## src/rtl/addsub_pkg.sv

```systemverilog
// Shared encodings for the serial adder/subtractor: operation codes, FSM states
// and the operation-to-initial-carry mapping.
package addsub_pkg;

    typedef enum logic [1:0] {
        OP_ADD  = 2'b00,
        OP_ADDC = 2'b01,
        OP_SUB  = 2'b10,
        OP_SUBC = 2'b11
    } op_e;

    typedef enum logic [1:0] {
        IDLE = 2'b00,
        RUN  = 2'b01,
        DONE = 2'b10
    } state_e;

    // Subtraction is A + ~B + 1, so the borrow-in enters as an inverted carry.
    function automatic logic init_carry(input op_e op, input logic cin);
        logic c;
        c = 1'b0;
        case (op)
            OP_ADD:  c = 1'b0;
            OP_ADDC: c = cin;
            OP_SUB:  c = 1'b1;
            OP_SUBC: c = ~cin;
            default: c = 1'b0;
        endcase
        return c;
    endfunction

endpackage

```

## src/rtl/addsub_digit.sv

```systemverilog
// Combinational DIGIT-bit adder slice; also exposes the carry into its top bit
// so the parent can form two's-complement overflow.
module addsub_digit #(
    parameter int DIGIT = 2
) (
    input  logic [DIGIT-1:0] a_i,
    input  logic [DIGIT-1:0] b_i,
    input  logic             c_i,
    output logic [DIGIT-1:0] sum_o,
    output logic             c_o,
    output logic             c_top_o
);

    logic [DIGIT:0] full;

    assign full  = {1'b0, a_i} + {1'b0, b_i} + {{DIGIT{1'b0}}, c_i};
    assign sum_o = full[DIGIT-1:0];
    assign c_o   = full[DIGIT];
    // The top sum bit is a ^ b ^ carry_in, so XOR recovers the carry into it.
    assign c_top_o = a_i[DIGIT-1] ^ b_i[DIGIT-1] ^ sum_o[DIGIT-1];

endmodule

```

## src/rtl/addsub_serial.sv

```systemverilog
// Digit-serial add/subtract unit: WIDTH/DIGIT RUN cycles, LSB slice first, then a
// one-cycle DONE. Define ADDSUB_SERIAL_OVF_EN to add the registered ovf output.
module addsub_serial
    import addsub_pkg::*;
#(
    parameter int WIDTH = 8,
    parameter int DIGIT = 2
) (
    input  logic             clk,
    input  logic             rst_n,
    input  logic             start,
    input  logic [WIDTH-1:0] a,
    input  logic [WIDTH-1:0] b,
    input  logic [1:0]       s,
    input  logic             cin,
    output logic             busy,
    output logic             done,
    output logic [WIDTH-1:0] result,
    output logic             cout,
    output logic             zero
`ifdef ADDSUB_SERIAL_OVF_EN
   ,output logic             ovf
`endif
);

    localparam int NSLICE = WIDTH / DIGIT;
    localparam int CNT_W  = (NSLICE > 1) ? $clog2(NSLICE) : 1;
    localparam logic [CNT_W-1:0] LAST = CNT_W'(NSLICE - 1);

    state_e             state_q, state_d;
    logic [WIDTH-1:0]   a_q, a_d;
    logic [WIDTH-1:0]   b_q, b_d;
    logic [WIDTH-1:0]   acc_q, acc_d;
    logic [WIDTH-1:0]   acc_shift;
    logic               carry_q, carry_d;
    logic [CNT_W-1:0]   cnt_q, cnt_d;
    logic [WIDTH-1:0]   result_q, result_d;
    logic               cout_q, cout_d;
    logic               zero_q, zero_d;

    logic [DIGIT-1:0]   slice_sum;
    logic               slice_cout;
    logic               slice_c_top;

    addsub_digit #(.DIGIT(DIGIT)) u_digit (
        .a_i     (a_q[DIGIT-1:0]),
        .b_i     (b_q[DIGIT-1:0]),
        .c_i     (carry_q),
        .sum_o   (slice_sum),
        .c_o     (slice_cout),
        .c_top_o (slice_c_top)
    );

`ifdef ADDSUB_SERIAL_OVF_EN
    logic ovf_q, ovf_d;
`else
    logic unused_c_top;
    assign unused_c_top = slice_c_top;
`endif

    // NOTE: every signal driven here gets a default first, so no path can infer a latch.
    always_comb begin
        state_d  = state_q;
        a_d      = a_q;
        b_d      = b_q;
        acc_d    = acc_q;
        carry_d  = carry_q;
        cnt_d    = cnt_q;
        result_d = result_q;
        cout_d   = cout_q;
        zero_d   = zero_q;
`ifdef ADDSUB_SERIAL_OVF_EN
        ovf_d    = ovf_q;
`endif
        // New slice enters at the top; after NSLICE shifts the LSB slice sits at bit 0.
        acc_shift = acc_q >> DIGIT;
        acc_shift[WIDTH-1 -: DIGIT] = slice_sum;

        unique case (state_q)
            IDLE, DONE: begin
                state_d = IDLE;
                if (start) begin
                    state_d = RUN;
                    a_d     = a;
                    b_d     = s[1] ? ~b : b;
                    carry_d = init_carry(op_e'(s), cin);
                    acc_d   = '0;
                    cnt_d   = '0;
                end
            end
            RUN: begin
                a_d     = a_q >> DIGIT;
                b_d     = b_q >> DIGIT;
                acc_d   = acc_shift;
                carry_d = slice_cout;
                cnt_d   = cnt_q + CNT_W'(1);
                if (cnt_q == LAST) begin
                    state_d  = DONE;
                    result_d = acc_shift;
                    cout_d   = slice_cout;
                    zero_d   = (acc_shift == '0);
`ifdef ADDSUB_SERIAL_OVF_EN
                    ovf_d    = slice_c_top ^ slice_cout;
`endif
                end
            end
            default: state_d = IDLE;
        endcase
    end

    // NOTE: the operand/accumulator datapath has no reset; it is always loaded on accept before use.
    always_ff @(posedge clk) begin
        a_q     <= a_d;
        b_q     <= b_d;
        acc_q   <= acc_d;
        carry_q <= carry_d;
        cnt_q   <= cnt_d;
    end

    // NOTE: sequential state uses non-blocking assignments so all registers update together.
    always_ff @(posedge clk) begin
        if (!rst_n) begin
            state_q  <= IDLE;
            result_q <= '0;
            cout_q   <= 1'b0;
            zero_q   <= 1'b0;
`ifdef ADDSUB_SERIAL_OVF_EN
            ovf_q    <= 1'b0;
`endif
        end else begin
            state_q  <= state_d;
            result_q <= result_d;
            cout_q   <= cout_d;
            zero_q   <= zero_d;
`ifdef ADDSUB_SERIAL_OVF_EN
            ovf_q    <= ovf_d;
`endif
        end
    end

    assign busy   = (state_q == RUN);
    assign done   = (state_q == DONE);
    assign result = result_q;
    assign cout   = cout_q;
    assign zero   = zero_q;
`ifdef ADDSUB_SERIAL_OVF_EN
    assign ovf    = ovf_q;
`endif

endmodule

```

## config.mk

```make
export PLATFORM = sky130hd
export DESIGN_NAME = addsub_serial
export DESIGN_NICKNAME = d
export VERILOG_FILES = /design/src/rtl/addsub_pkg.sv /design/src/rtl/addsub_digit.sv /design/src/rtl/addsub_serial.sv
export SDC_FILE = /design/constraint.sdc
export NUM_CORES = 1
export LEC_CHECK = 0
export CAP_MARGIN = 25
export CORE_ASPECT_RATIO = 1.5
export CORE_MARGIN = 1.5
export CORE_UTILIZATION = 44
export DETAILED_ROUTE_END_ITERATION = 8
export GPL_ROUTABILITY_DRIVEN = 0
export PLACE_DENSITY = 0.71
export RECOVER_POWER = 25
export SYNTH_ARGS = -nofsm -noshare
export SYNTH_HDL_FRONTEND = slang
export SYNTH_SLANG_ARGS = --single-unit
export TNS_END_PERCENT = 30
```

## constraint.sdc

```tcl
create_clock -name clk -period 2.05 [get_ports clk]
set_input_delay 0.41 -clock clk [delete_from_list [all_inputs] [get_ports clk]]
set_output_delay 0.41 -clock clk [all_outputs]
set_load 0.02 [all_outputs]
```

## Word level (Yosys, flattened, before mapping)

Index checks and enable logic that the tools add are counted.

- Register bits: 39
- Input port bits: 22
- Output and inout port bits: 12
- Logic and storage cells: 44

- Add/subtract/negate cells: 3
- Equality and inequality tests: 8
- Multiplexer cells: 15
- Bitwise gates (word level): 2
- Reductions and logical operators: 7

Operators with widths:

| operator | number |
|---|---|
| 8-bit one-hot mux with 2 select lines | 3 |
| 8-bit two-way mux | 4 |
| 2-bit equality test, second input constant | 4 |
| 8-bit zero test | 1 |
| 8-bit NOT | 1 |
| 2-bit one-hot mux with 2 select lines | 2 |
| 2-bit by 1-bit equality test with 1-bit output, second input constant | 2 |
| 2-bit zero test | 2 |
| 2-bit two-way mux | 2 |
| 1-bit one-hot mux with 4 select lines | 1 |
| 2-bit AND reduction | 2 |
| 2-bit by 2-bit adder with 3-bit output | 1 |
| 3-bit by 1-bit adder with 3-bit output | 1 |
| 2-bit by 1-bit adder with 2-bit output, second input constant | 1 |
| 1-bit two-way mux | 2 |
| 2-bit by 1-bit inequality test with 1-bit output, second input constant | 1 |
| 2-bit inequality test, second input constant | 1 |
| 1-bit one-hot mux with 2 select lines | 1 |
| 2-bit nonzero test | 1 |
| 2-bit OR reduction | 1 |
| 1-bit NOT | 1 |

## Depth between registers and ports, before layout

Gate-level depths: netlist (run 1).

- Word-level depth: 4
- Mapped depth: 5
- Gate-level depth less buffers: 5

## Modules after synthesis

A second synthesis (run 1) with hierarchy kept.

- Cells, all modules: 153
- Area, all modules: 1632.8 um^2

By module, submodules not included:

| module | instances | cells an instance | area an instance (um^2) | sequential area each (um^2) |
|---|---|---|---|---|
| addsub_serial | 1 | 141 | 1541.5 | 991.0 |
| addsub_digit | 1 | 12 | 91.3 | 0.0 |

## Worst setup path after synthesis (run 1)

Ideal clock, no wire load.

- Path kind: reg2reg
- From: register state_q[1]
- To: register a_q[0], enable pin
- Library setup time: 432 ps
- Arrival: 1260 ps
- Data required time: 1618 ps
- Setup slack: 358 ps
- Cell stages (with the launch flop): 4
- Path buffers: 1
- Clock period less this slack: 1692 ps
- Path through: dfxtp_1 -> nand2b_2 -> clkbuf_1 -> nand2_1

- Word-level cells in the longest chain between the ends: 4
- Elaborated cells between the ends (all ways): 7
- Classes of those cells: 3 x eq/ne; 4 x reduce/logical

Ends and longest elaborated chain:

| item | RTL line | RTL |
|---|---|---|
| from (decl) | addsub_serial.sv:30 | `state_e state_q, state_d;` |
| from (signal assigned) | addsub_serial.sv:131 | `state_q <= state_d;` |
| 2-bit equality test / 2-bit zero test (equally long branches) | addsub_serial.sv:79 | `unique case (state_q)` |
| 2-bit OR reduction | addsub_serial.sv:79 |  |
| 2-bit inequality test (no line) / 2-bit nonzero test (equally long branches) | - |  |
| 2-bit AND reduction (no line) * | - |  |
| to (signal assigned) | addsub_serial.sv:113 | `a_q <= a_d;` |
| to (decl) | addsub_serial.sv:31 | `logic [WIDTH-1:0] a_q, a_d;` |

Mark *: on every way between the ends. The rest lies on a longest branch, timed or not.
A chain may end at the register's enable or synchronous reset.

## Worst setup path after layout (run 1)

- From: register state_q[1]
- To: output port busy

- Word-level cells in the longest chain between the ends: 1

Ends and longest elaborated chain:

| item | RTL line | RTL |
|---|---|---|
| 2-bit by 1-bit equality test with 1-bit output | addsub_serial.sv:141 | `assign busy = (state_q == RUN);` |
| to (decl) | addsub_serial.sv:16 | `output logic busy,` |

No other way between the ends.

==> results of run 1 <==
[worst reg2reg max path, delay by kind of cell (launching register included)]
family	cells	cell delay, ps
and+or+nand+nor	1	180
AOI/OAI and AO/OA	1	230
buffers and inverters	2	750
DFF	1	330
[area by class of cell]
type                            instances  share of cell area
Inverter                                7             0.01276
Sequential cell                        37              0.4812
Timing Repair Buffer                   37              0.1731
Multi-Input combinational cell         94              0.2558
Clock inverter                          2             0.01640
Clock buffer                            6             0.03524
Tap cell                               42             0.02552
[state kept, by name, summed over array words and instances (netlist names)]
register,cells
result,8
zero,1
acc_q,6
cout,1
carry_q,1
b_q,8
state_q,2
a_q,8
cnt_q,2
[layer usage]
layer / GRT usage / vias to the layer above / routed length (µm)
met5: 0 / - / 0
met4: 0.05526 / 0 / 43
met3: 0.05882 / 5 / 160
met2: 0.2759 / 38 / 1440
met1: 0.1740 / 498 / 1035
li1: - / 552 / -
[cells by family (layout without fill, tap and decap cells)]
logic type	Yosys count	count (layout)	synth area share
adder cells (fa/ha/maj)	3	3	0.03331
buffers and inverters	13	52	0.03806
AND/OR/NAND/NOR	64	64	0.1792
AO/OA/AOI/OAI	17	17	0.06503
multiplexers	1	1	0.006344
XOR/XNOR	9	9	0.04996
flip-flops	37	37	0.6281
[through the flow]
stage	cell area [µm²]	total power (W)	instances	hold slack (ps)
final	2059	0.001795	225	457.4
after global routing	2059	0.001883	225	482.2
after CTS	2063	0.001815	225	456.9
after detailed placement	1957	0.001219	217	446.9
after global placement	1957	0.001205	217	442.1
after floorplan	1578	0.001105	144	483.6
[Yosys cell counts (all sizes together)]
master / n / area share
o31ai: 1 / 0.0048
nor2: 11 / 0.026
xnor2: 8 / 0.044
nand2b: 2 / 0.0095
nand3b: 1 / 0.0048
xor2: 1 / 0.0056
nand3: 1 / 0.0032
and3b: 1 / 0.0056
edfxtp: 25 / 0.48
nor4: 1 / 0.0040
mux2i: 1 / 0.0063
dfxtp: 12 / 0.15
nand2: 38 / 0.090
nand4: 1 / 0.0040
clkbuf: 2 / 0.0048
fa: 2 / 0.025
o21ai: 6 / 0.019
nor2b: 1 / 0.0040
o21a: 1 / 0.0048
buf: 4 / 0.017
a21oi: 6 / 0.019
inv: 7 / 0.017
ha: 1 / 0.0079
and2: 7 / 0.028
a211oi: 3 / 0.017
[power breakdown]
part	total (W)	switching, W	internal (W)
Sequential	0.000930	0.0000320	0.000898
Clock	0.000600	0.000241	0.000359
Combinational	0.000265	0.000141	0.000124
[worst paths after layout]
kind	startpoint	to	slack, ps	cells after the start
worst max-delay path	state_q[1]	busy	170	3
worst min-delay path	result[3]	result[3]	460	2
worst max register to register	state_q[1]	b_q[4]	280	4
worst min register to register	result[3]	result[3]	460	2
[cells in the final DEF, fill, tap and decap left out, types with 3 or more instances in the layout]
| cell | netlist | final |
|---|---|---|
| sky130_fd_sc_hd__dfxtp_1 | 12 | 12 |
| sky130_fd_sc_hd__clkdlybuf4s50_1 | 0 | 32 |
| sky130_fd_sc_hd__clkbuf_8 | 0 | 5 |
| sky130_fd_sc_hd__buf_4 | 0 | 3 |
| sky130_fd_sc_hd__nor2_1 | 11 | 11 |
| sky130_fd_sc_hd__o21ai_1 | 4 | 4 |
| sky130_fd_sc_hd__and2_0 | 0 | 4 |
| sky130_fd_sc_hd__edfxtp_1 | 25 | 25 |
| sky130_fd_sc_hd__a21oi_1 | 6 | 6 |
| sky130_fd_sc_hd__and2_1 | 7 | 3 |
| sky130_fd_sc_hd__xnor2_1 | 8 | 8 |
| sky130_fd_sc_hd__nand2_1 | 38 | 38 |
| sky130_fd_sc_hd__inv_1 | 6 | 7 |
==> metrics.log, run 1 <==
[metrics] outcome: finished clean
[metrics] transition time at the pin with the least slew margin: 899.6 ps
[metrics] average wire per cell in the routed design: 11.91 µm
[metrics] crit path max-delay cell type: sky130_fd_sc_hd__clkdlybuf4s50_1
[metrics] H-tree Lvls: 2
[metrics] Num Clock Sinks: 37
[metrics] FILL cells: roughly 310
[metrics] worst-case setup slack after placement: 266.9 ps
[metrics] remaining antenna violation count after routing: 0
[metrics] total power density per cell area: just under 900 nW/µm²
[metrics] setup total negative slack: 0 ps
[metrics] initial antenna violation count: 0
[metrics] quantity of I/O buffers inserted on ports: 33
[metrics] Crit path buffers/inverters: 2
[metrics] number of nets in the synthesized netlist: about 170
[metrics] Clock Path Buffers: 2
[metrics] I/O pin total: 34
[metrics] Post-route DRC: 0
[metrics] CP cell instances: nand2b_2, inv_1, clkdlybuf4s50_1
[metrics] average size of a mapped cell: roughly 11 µm²
[metrics] share of the core filled with cells in the final layout: 0.6029
[metrics] Post-CTS Hold Fix Bufs: 0
[metrics] number of setup buffers added after CTS: 0
[metrics] maximum number of pins on one net before global-route repair: 26
[metrics] Max-Slew Margin vs Limit: 0.4002
[metrics] mapped cell area: approximately 1600 µm²
[metrics] buffer type at the clock tree root: sky130_fd_sc_hd__clkbuf_8
[metrics] Fin. Hold Viols: 0
[metrics] Detailed Routing Iterations Pass 1: 4
[metrics] synthesis-to-layout area growth: 30.53%
[metrics] Std-Cell Rows: 26
[metrics] core footprint: between 3000 and 4000 µm²
[metrics] die area: 3962 µm²
[metrics] Clk Latency, worst-skew pair: between 200 and 300 ps
[metrics] critical path's largest stage delay: a little over 600 ps
[metrics] VDD IR max: roughly 0.00064 V
[metrics] number of slew-limit violations in the final report: 0
[metrics] sequential element share of the synthesized area: 0.6281
[metrics] fin nets: just over 200
[metrics] wire length of the first global-routing pass: 4719 µm
[metrics] number of buffers created by CTS: 5
[metrics] register clock-pin slew on the reported worst setup and hold paths: around 70 ps
[metrics] share of final-layout standard cells stronger than drive strength 1: 0.06011
[metrics] DRC marker count from the first detailed-route iteration: 18
[metrics] total grt overflow: 0
[metrics] FF/Latch Area: 991.0 µm²
[metrics] type of destination of the critical path: primary output
[metrics] starting utilization of the core area: 0.4619
[metrics] dpl hpwl: a little over 2000 µm
[metrics] cells after synthesis: ~140
[metrics] unrepaired setup endpoints after global routing: no
[metrics] clock tree from TritonCTS: done
[metrics] final setup skew: between 5 and 6 ps
[metrics] crit-path max FO: 4
[metrics] multi-input gate area in the final layout: between 500 and 600 µm²
[metrics] highest achievable clock rate: roughly 530 MHz
[metrics] leakage: slightly below 0.8 nW
[metrics] Final Routed Wirelength: 2679 µm
[metrics] minimum clock period: 1883 ps
[metrics] die width: 51.90 µm
[metrics] final-report setup violation count: 0
[metrics] #FFs+latches synth: 37
[metrics] number of antenna diodes: 0
[metrics] Startpoint Class: flip-flop
[metrics] per-cell via count in the routed design: slightly below 5
[metrics] Yosys warning count: 0
[metrics] GRT Overall Usage: 0.1601
[metrics] Worst Hold Class: reg -> reg
[metrics] Critical Setup Path Class: reg -> out
[metrics] quantity of gates resized following cts: 0
[metrics] vias in the first global route: 1,090
[metrics] period utilisation layout: 0.9186
[metrics] die height: 76.34 µm
[metrics] max-capacitance violation count: 0
[metrics] arrival time reported for the critical path endpoint: ~1500 ps
[metrics] Worst Setup Slack, final: approximately 170 ps
[metrics] Crit path max-delay family: buffers and inverters
[metrics] number of vias after detailed routing: around 1.1k
[metrics] Distinct cells, synth: 30
[metrics] Critical Path RT: between 1500 and 2000 ps
(Power assumes the default switching activity.)
==> inputs of run 2 (changes only) <==
--- a/config.mk
+++ b/config.mk
@@ -12,7 +12,6 @@
 export DETAILED_ROUTE_END_ITERATION = 8
 export GPL_ROUTABILITY_DRIVEN = 0
 export PLACE_DENSITY = 0.71
-export RECOVER_POWER = 25
 export SYNTH_ARGS = -nofsm -noshare
 export SYNTH_HDL_FRONTEND = slang
 export SYNTH_SLANG_ARGS = --single-unit
==> run 2 against run 1 <==
- die area unchanged
- design area increased by 0.18%
- first-iteration DRC count increased by 5.6%
- global-route usage unchanged
- critical path type unchanged
- largest cell class unchanged
==> metrics.log, run 2 (synthesized netlist as in run 1, its figures left out) <==
[metrics] total power density per cell area: 872.4 nW/µm² (+0.11%)
[metrics] Post-CTS Hold Fix Bufs: 0 (unchanged)
[metrics] clock tree from TritonCTS: done
[metrics] outcome: finished clean
[metrics] per-cell via count in the routed design: 4.858 (unchanged)
[metrics] starting utilization of the core area: 0.4619 (unchanged)
[metrics] synthesis-to-layout area growth: 30.77%
[metrics] wire length of the first global-routing pass: 4719 µm (unchanged)
[metrics] r2r endpoint: zero
[metrics] die width: 51.90 µm (unchanged)
[metrics] commonest non-fill, non-tap cells in the layout: sky130_fd_sc_hd__nand2_1, sky130_fd_sc_hd__clkdlybuf4s50_1, sky130_fd_sc_hd__edfxtp_1
[metrics] share of final-layout standard cells stronger than drive strength 1: 0.07104 (+0.01093)
[metrics] Clock Path Buffers: 2 (unchanged)
[metrics] highest achievable clock rate: 535.7 MHz (+0.88%)
[metrics] most common cell after layout, fill and taps aside: sky130_fd_sc_hd__nand2_1
[metrics] register clock-pin slew on the reported worst setup and hold paths: 70 ps (about the same)
[metrics] transition time at the pin with the least slew margin: 499.7 ps (-400.0 ps)
[metrics] VDD IR max: 0.0006498 V (+0.87%)
[metrics] quantity of gates resized following cts: 0 (unchanged)
[metrics] period utilisation layout: 0.9106 (-0.007989)
[metrics] maximum number of pins on one net before global-route repair: 26 (unchanged)
[metrics] Std-Cell Rows: 26 (unchanged)
[metrics] setup total negative slack: 0 ps (unchanged)
[metrics] max-capacitance violation count: 0 (unchanged)
[metrics] FF/Latch Area: 991.0 µm² (unchanged)
[metrics] quantity of I/O buffers inserted on ports: 33 (unchanged)
[metrics] die area: 3962 µm² (unchanged)
[metrics] Num Clock Sinks: 37 (unchanged)
[metrics] number of antenna diodes: 0 (unchanged)
[metrics] average wire per cell in the routed design: 11.92 µm (about the same)
[metrics] Max-Slew Margin vs Limit: 0.6658 (+0.2656)
[metrics] vias in the first global route: 1,090 (unchanged)
[metrics] final setup skew: 6.651 ps (+1.136 ps)
[metrics] Post-route DRC: 0 (unchanged)
[metrics] multi-input gate area in the final layout: 526.8 µm² (unchanged)
[metrics] Worst Hold Class: reg -> reg
[metrics] number of vias after detailed routing: 1,093 (unchanged)
[metrics] GRT Overall Usage: 0.1601 (unchanged)
[metrics] type of destination of the critical path: primary output
[metrics] crit-path max FO: 4 (unchanged)
[metrics] FILL cells: 304 (-0.33%)
[metrics] final std cell area, no fill: 2063 µm² (+0.18%)
[metrics] H-tree Lvls: 2 (unchanged)
[metrics] reg2reg setup slack: 280 ps (about the same)
[metrics] arrival time reported for the critical path endpoint: 1460 ps (about the same)
[metrics] Clk Latency, worst-skew pair: 290 ps (about the same)
[metrics] Placed Instance Area: 1957 µm² (unchanged)
[metrics] core footprint: 3416 µm² (unchanged)
[metrics] minimum clock period: 1867 ps (-16.38 ps)
[metrics] DRC marker count from the first detailed-route iteration: 19 (+1)
[metrics] buffer type at the clock tree root: sky130_fd_sc_hd__clkbuf_8
[metrics] cells on worst reg2reg path: 5 (+1)
[metrics] timing endpoint of the critical path: busy
[metrics] I/O pin total: 34 (unchanged)
[metrics] unrepaired setup endpoints after global routing: no
[metrics] worst flop-to-flop path startpoint: a_q[0]
[metrics] number of buffers created by CTS: 5 (unchanged)
[metrics] total grt overflow: 0 (unchanged)
[metrics] leakage: 0.7800 nW (+0.63%)
[metrics] hold path depth: 2 (unchanged)
[metrics] remaining antenna violation count after routing: 0 (unchanged)
[metrics] Startpoint Class: flip-flop
[metrics] Critical Path RT: 1640 ps (about the same)
[metrics] initial antenna violation count: 0 (unchanged)
[metrics] number of setup buffers added after CTS: 0 (unchanged)
[metrics] die height: 76.34 µm (unchanged)
[metrics] number of slew-limit violations in the final report: 0 (unchanged)
[metrics] Final Routed Wirelength: 2681 µm (about the same)
[metrics] first element of the critical path: state_q[1]
[metrics] fin nets: 207 (unchanged)
[metrics] dpl hpwl: 2038 µm (unchanged)
[metrics] Fin. Hold Viols: 0 (unchanged)
[metrics] Detailed Routing Iterations Pass 1: 4 (unchanged)
[metrics] final-report setup violation count: 0 (unchanged)
[metrics] Critical Setup Path Class: reg -> out
[run 2: worst min-delay path by stage]
stage               startpoint        end  slack [ps]
floorplan               a_q[2]     a_q[0]         480
global placement     result[0]  result[0]         440
global route         result[1]  result[1]         480
CTS                  result[3]  result[3]         460
finish               result[3]  result[3]         460
detailed placement   result[3]  result[3]         450
[run 2: metrics by stage]
stage / setup WS, ps / power, W / utilization / hold slack (ps) / std cells
final: 183.3 / 0.001800 / 0.6040 / 457.4 / 225
after global routing: 124.0 / 0.001886 / 0.6040 / 482.2 / 225
after CTS: 170.6 / 0.001815 / 0.6040 / 456.9 / 225
after detailed placement: 266.9 / 0.001219 / 0.5729 / 446.9 / 217
after global placement: 296.1 / 0.001205 / 0.5729 / 442.1 / 217
after floorplan: 358.1 / 0.001105 / - / 483.6 / 144
[run 2: final cells by class]
class | count | area share
flip-flops and latches | 37 | 0.4803
well taps | 42 | 0.02547
repair buffers | 37 | 0.1747
clock buffers | 6 | 0.03517
clock inverters | 2 | 0.01637
multi-input cells | 94 | 0.2553
inverters | 7 | 0.01273
[run 2: routing by layer]
layer	share of wire	routed length, µm	GRT usage
met1	0.40	1059	0.1740
met2	0.53	1431	0.2759
met3	0.054	146	0.05882
met4	0.016	43	0.05526
met5	0	0	0
[run 2: where the power goes]
part	switching [W]	internal [W]
Combinational	0.000142	0.000126
Clock	0.000243	0.000359
Sequential	0.0000320	0.000898
[run 2: critical path, cell delays in order, from the launching register on]
cell and delay [ps]:
sky130_fd_sc_hd__dfxtp_1 330, sky130_fd_sc_hd__nand2b_2 190, sky130_fd_sc_hd__inv_2 60, sky130_fd_sc_hd__clkdlybuf4s50_1 600
==> inputs of run 3 (changes only) <==
--- a/config.mk
+++ b/config.mk
@@ -5,13 +5,15 @@
 export SDC_FILE = /design/constraint.sdc
 export NUM_CORES = 1
 export LEC_CHECK = 0
+export ABC_AREA = 1
 export CAP_MARGIN = 25
 export CORE_ASPECT_RATIO = 1.5
 export CORE_MARGIN = 1.5
 export CORE_UTILIZATION = 44
+export CTS_CLUSTER_SIZE = 30
 export DETAILED_ROUTE_END_ITERATION = 8
 export GPL_ROUTABILITY_DRIVEN = 0
-export PLACE_DENSITY = 0.71
+export PLACE_DENSITY = 0.78
 export SYNTH_ARGS = -nofsm -noshare
 export SYNTH_HDL_FRONTEND = slang
 export SYNTH_SLANG_ARGS = --single-unit
==> run 3 against run 2 <==
- synthesized cell count is 10% higher
- core utilization is 2.3 points lower
- die area is 3.8% higher
- maximum frequency is 0.88% lower
- largest power group unchanged
- worst setup slack worse by 17 ps
- clock skew is 2.2 ps lower
- register-to-register slack worse by 40 ps
==> metrics.log, run 3 <==
[metrics] Worst Hold Class: reg -> reg
[metrics] worst hold slack across all endpoints: 479.1 ps (+21.67 ps)
[metrics] number of antenna diodes: 0 (unchanged)
[metrics] transition time at the pin with the least slew margin: 456.3 ps (-43.37 ps)
[metrics] maximum number of pins on one net before global-route repair: 27 (+3.8%)
[metrics] register clock-pin slew on the reported worst setup and hold paths: 70 ps (about the same)
[metrics] number of setup buffers added after CTS: 0 (unchanged)
[metrics] starting utilization of the core area: 0.4538 (-0.008115)
[metrics] relative contribution of the clock network to total power: 0.279 (-0.055)
[metrics] number of vias after detailed routing: 1,126 (+3.0%)
[metrics] internal power consumption: 0.001287 W (-7.0%)
[metrics] Critical Setup Path Class: reg -> out
[metrics] H-tree Lvls: 2 (unchanged)
[metrics] DRC marker count from the first detailed-route iteration: 26 (+7)
[metrics] crit-path max FO: 3 (-1)
[metrics] buffer type at the clock tree root: sky130_fd_sc_hd__clkbuf_8
[metrics] part of the total power dissipated in sequential elements: 0.536 (+0.019)
[metrics] Yosys warning count: 0 (unchanged)
[metrics] #FFs+latches synth: 37 (unchanged)
[metrics] total stage count of the critical path: 3 (unchanged)
[metrics] area share of the largest cell type after synthesis: 0.4577 (-0.01815)
[metrics] leakage: 0.8539 nW (+9.5%)
[metrics] number of nets in the synthesized netlist: 184 (+8.9%)
[metrics] Post-CTS Hold Fix Bufs: 0 (unchanged)
[metrics] quantity of gates resized following cts: 0 (unchanged)
[metrics] cells on worst reg2reg path: 9 (+4)
[metrics] synthesis-to-layout area growth: 27.99%
[metrics] CP cell instances: inv_2, nor2_4, clkdlybuf4s50_1
[metrics] share of final-layout standard cells stronger than drive strength 1: 0.1168 (+0.04571)
[metrics] number of slew-limit violations in the final report: 0 (unchanged)
[metrics] period utilisation layout: 0.9187 (+0.008123)
[metrics] most frequent cell after synthesis: sky130_fd_sc_hd__nand2_1
[metrics] Startpoint Class: flip-flop
[metrics] Max-Slew Margin vs Limit: 0.6948 (+0.02901)
[metrics] timing endpoint of the critical path: busy
[metrics] average size of a mapped cell: 10.32 µm² (-5.8%)
[metrics] dpl hpwl: 1998 µm (-1.9%)
[metrics] final-report setup violation count: 0 (unchanged)
[metrics] fraction of synthesis flops using an asynchronous set or reset pin: 0 (unchanged)
[metrics] relative contribution of combinational cells to total power: 0.185 (+0.036)
[metrics] remaining antenna violation count after routing: 0 (unchanged)
[metrics] average wire per cell in the routed design: 11.36 µm (-4.6%)
[metrics] commonest non-fill, non-tap cells in the layout: sky130_fd_sc_hd__clkdlybuf4s50_1, sky130_fd_sc_hd__nand2_1, sky130_fd_sc_hd__edfxtp_1
[metrics] VDD IR max: 0.0006380 V (-1.8%)
[metrics] mapped cell area: 1640 µm² (+4.0%)
[metrics] quantity of I/O buffers inserted on ports: 33 (unchanged)
[metrics] type of destination of the critical path: primary output
[metrics] total grt overflow: 0 (unchanged)
[metrics] number of buffers created by CTS: 5 (unchanged)
[metrics] arrival time reported for the critical path endpoint: 1470 ps (about the same)
[metrics] most common cell after layout, fill and taps aside: sky130_fd_sc_hd__clkdlybuf4s50_1
[metrics] die width: 52.86 µm (+1.8%)
[metrics] fin nets: 221 (+6.8%)
[metrics] Clk Latency, worst-skew pair: 290 ps (about the same)
[metrics] Critical Path RT: 1640 ps (about the same)
[metrics] setup total negative slack: 0 ps (unchanged)
[metrics] Post-route DRC: 0 (unchanged)
[metrics] leading cell types by total area after synthesis: sky130_fd_sc_hd__edfxtp_1, sky130_fd_sc_hd__dfxtp_1, sky130_fd_sc_hd__nand2_1, sky130_fd_sc_hd__nor2_1, sky130_fd_sc_hd__xnor2_1
[metrics] Crit path max-delay family: buffers and inverters
[metrics] Synth area leader: sky130_fd_sc_hd__edfxtp_1
[metrics] reg2reg setup slack: 240 ps (-40 ps)
[metrics] Clock Path Buffers: 2 (unchanged)
[metrics] r2r endpoint: zero
[metrics] I/O pin total: 34 (unchanged)
[metrics] number of flops mapped to enable cells by yosys: 25 (unchanged)
[metrics] vias in the first global route: 1,092 (+0.18%)
[metrics] wire length of the first global-routing pass: 4629 µm (-1.9%)
[metrics] total power density per cell area: 837.4 nW/µm² (-4.0%)
[metrics] initial antenna violation count: 0 (unchanged)
[metrics] final total power: 0.001758 W (-2.3%)
[metrics] Num Clock Sinks: 37 (unchanged)
[metrics] die height: 77.78 µm (+1.9%)
[metrics] minimum clock period: 1883 ps (+16.65 ps)
[metrics] cells after synthesis: 159 (+10%)
[metrics] Crit path buffers/inverters: 2 (unchanged)
[metrics] critical path's largest stage delay: 620 ps (+20 ps)
[metrics] clock tree from TritonCTS: done
[metrics] per-cell via count in the routed design: 4.692 (-3.4%)
[metrics] worst flop-to-flop path startpoint: a_q[0]
[metrics] Fin. Hold Viols: 0 (unchanged)
[metrics] die area: 4111 µm² (+3.8%)
[metrics] Detailed Routing Iterations Pass 1: 4 (unchanged)
[metrics] Final Routed Wirelength: 2727 µm (+1.7%)
[metrics] core footprint: 3615 µm² (+5.8%)
[metrics] highest achievable clock rate: 531.0 MHz (-0.88%)
[metrics] switching fraction of total power: 0.2682 (+0.03678)
[metrics] first element of the critical path: state_q[0]
[metrics] unrepaired setup endpoints after global routing: no
[metrics] ranking of synthesized cells by instance count: sky130_fd_sc_hd__nand2_1, sky130_fd_sc_hd__edfxtp_1, sky130_fd_sc_hd__nor2_1
[metrics] max-capacitance violation count: 0 (unchanged)
[metrics] crit path max-delay cell type: sky130_fd_sc_hd__clkdlybuf4s50_1
[metrics] final setup skew: 4.443 ps (-2.208 ps)
[metrics] GRT Overall Usage: 0.1582 (-0.001819)
[metrics] Std-Cell Rows: 27 (+3.8%)
[metrics] Post-synth top flop: sky130_fd_sc_hd__edfxtp_1
[metrics] outcome: finished clean
[metrics] Switching Power: 0.0004716 W (+13%)
[metrics] Distinct cells, synth: 21 (-30%)
[metrics] sequential element share of the synthesized area: 0.6041 (-0.02395)
run 3: worst min-delay path, cell delays in order, from the launching register on:
cell and delay (ps):
sky130_fd_sc_hd__dfxtp_1 310, sky130_fd_sc_hd__nand3_1 70, sky130_fd_sc_hd__o21ai_1 60
run 3: final cells by class:
type                       instances  area (µm²)
fill                             307        1515
clock inverter                     3       17.52
sequential                        37       991.0
clock buffer                       5       68.82
multi-input combinational         98       535.5
inverter                          18       67.56
timing repair buffer              36       365.4
tap                               43       53.80
run 3: worst min path at each step:
stage,startpoint,to,slack (ps),depth (start not counted)
after floorplan,acc_q[2],result[0],470,2
after global placement,result[2],result[2],470,2
after detailed placement,result[2],result[2],480,2
after CTS,result[2],result[2],490,2
after global routing,result[5],result[5],500,2
final,result[2],result[2],480,2
run 3: power groups by stage:
stage	combinational (W)	sequential [W]	clock, W
final	0.000326	0.000942	0.000490
after global routing	0.000371	0.000955	0.000531
after CTS	0.000333	0.000944	0.000503
after detailed placement	0.000332	0.000961	0
after global placement	0.000322	0.000956	0
after floorplan	0.000211	0.000961	0
run 3: through the flow:
stage | setup slack (ps) | area, µm² | utilization | instances
after detailed placement | 243.9 | 2013 | 0.5569 | 232
after CTS | 149.2 | 2100 | 0.5808 | 240
after floorplan | 369.4 | 1640 | - | 159
after global placement | 314.0 | 2013 | 0.5569 | 232
after global routing | 32.19 | 2100 | 0.5808 | 240
final | 166.6 | 2100 | 0.5808 | 240
run 3: per-layer routing:
metal	track usage	vias up	wire length (µm)
li1	-	583	-
met4	0.1051	0	68
met1	0.1789	507	1045
met2	0.2550	31	1506
met3	0.03846	5	107
met5	0	-	0
run 3: cells by family after synthesis:
family / after synthesis / synth area share
buf+inv: 24 / 0.06941
compound gates: 18 / 0.07017
flops: 37 / 0.6041
simple gates: 69 / 0.1815
fa+ha+maj: 3 / 0.03204
xor+xnor: 8 / 0.04272
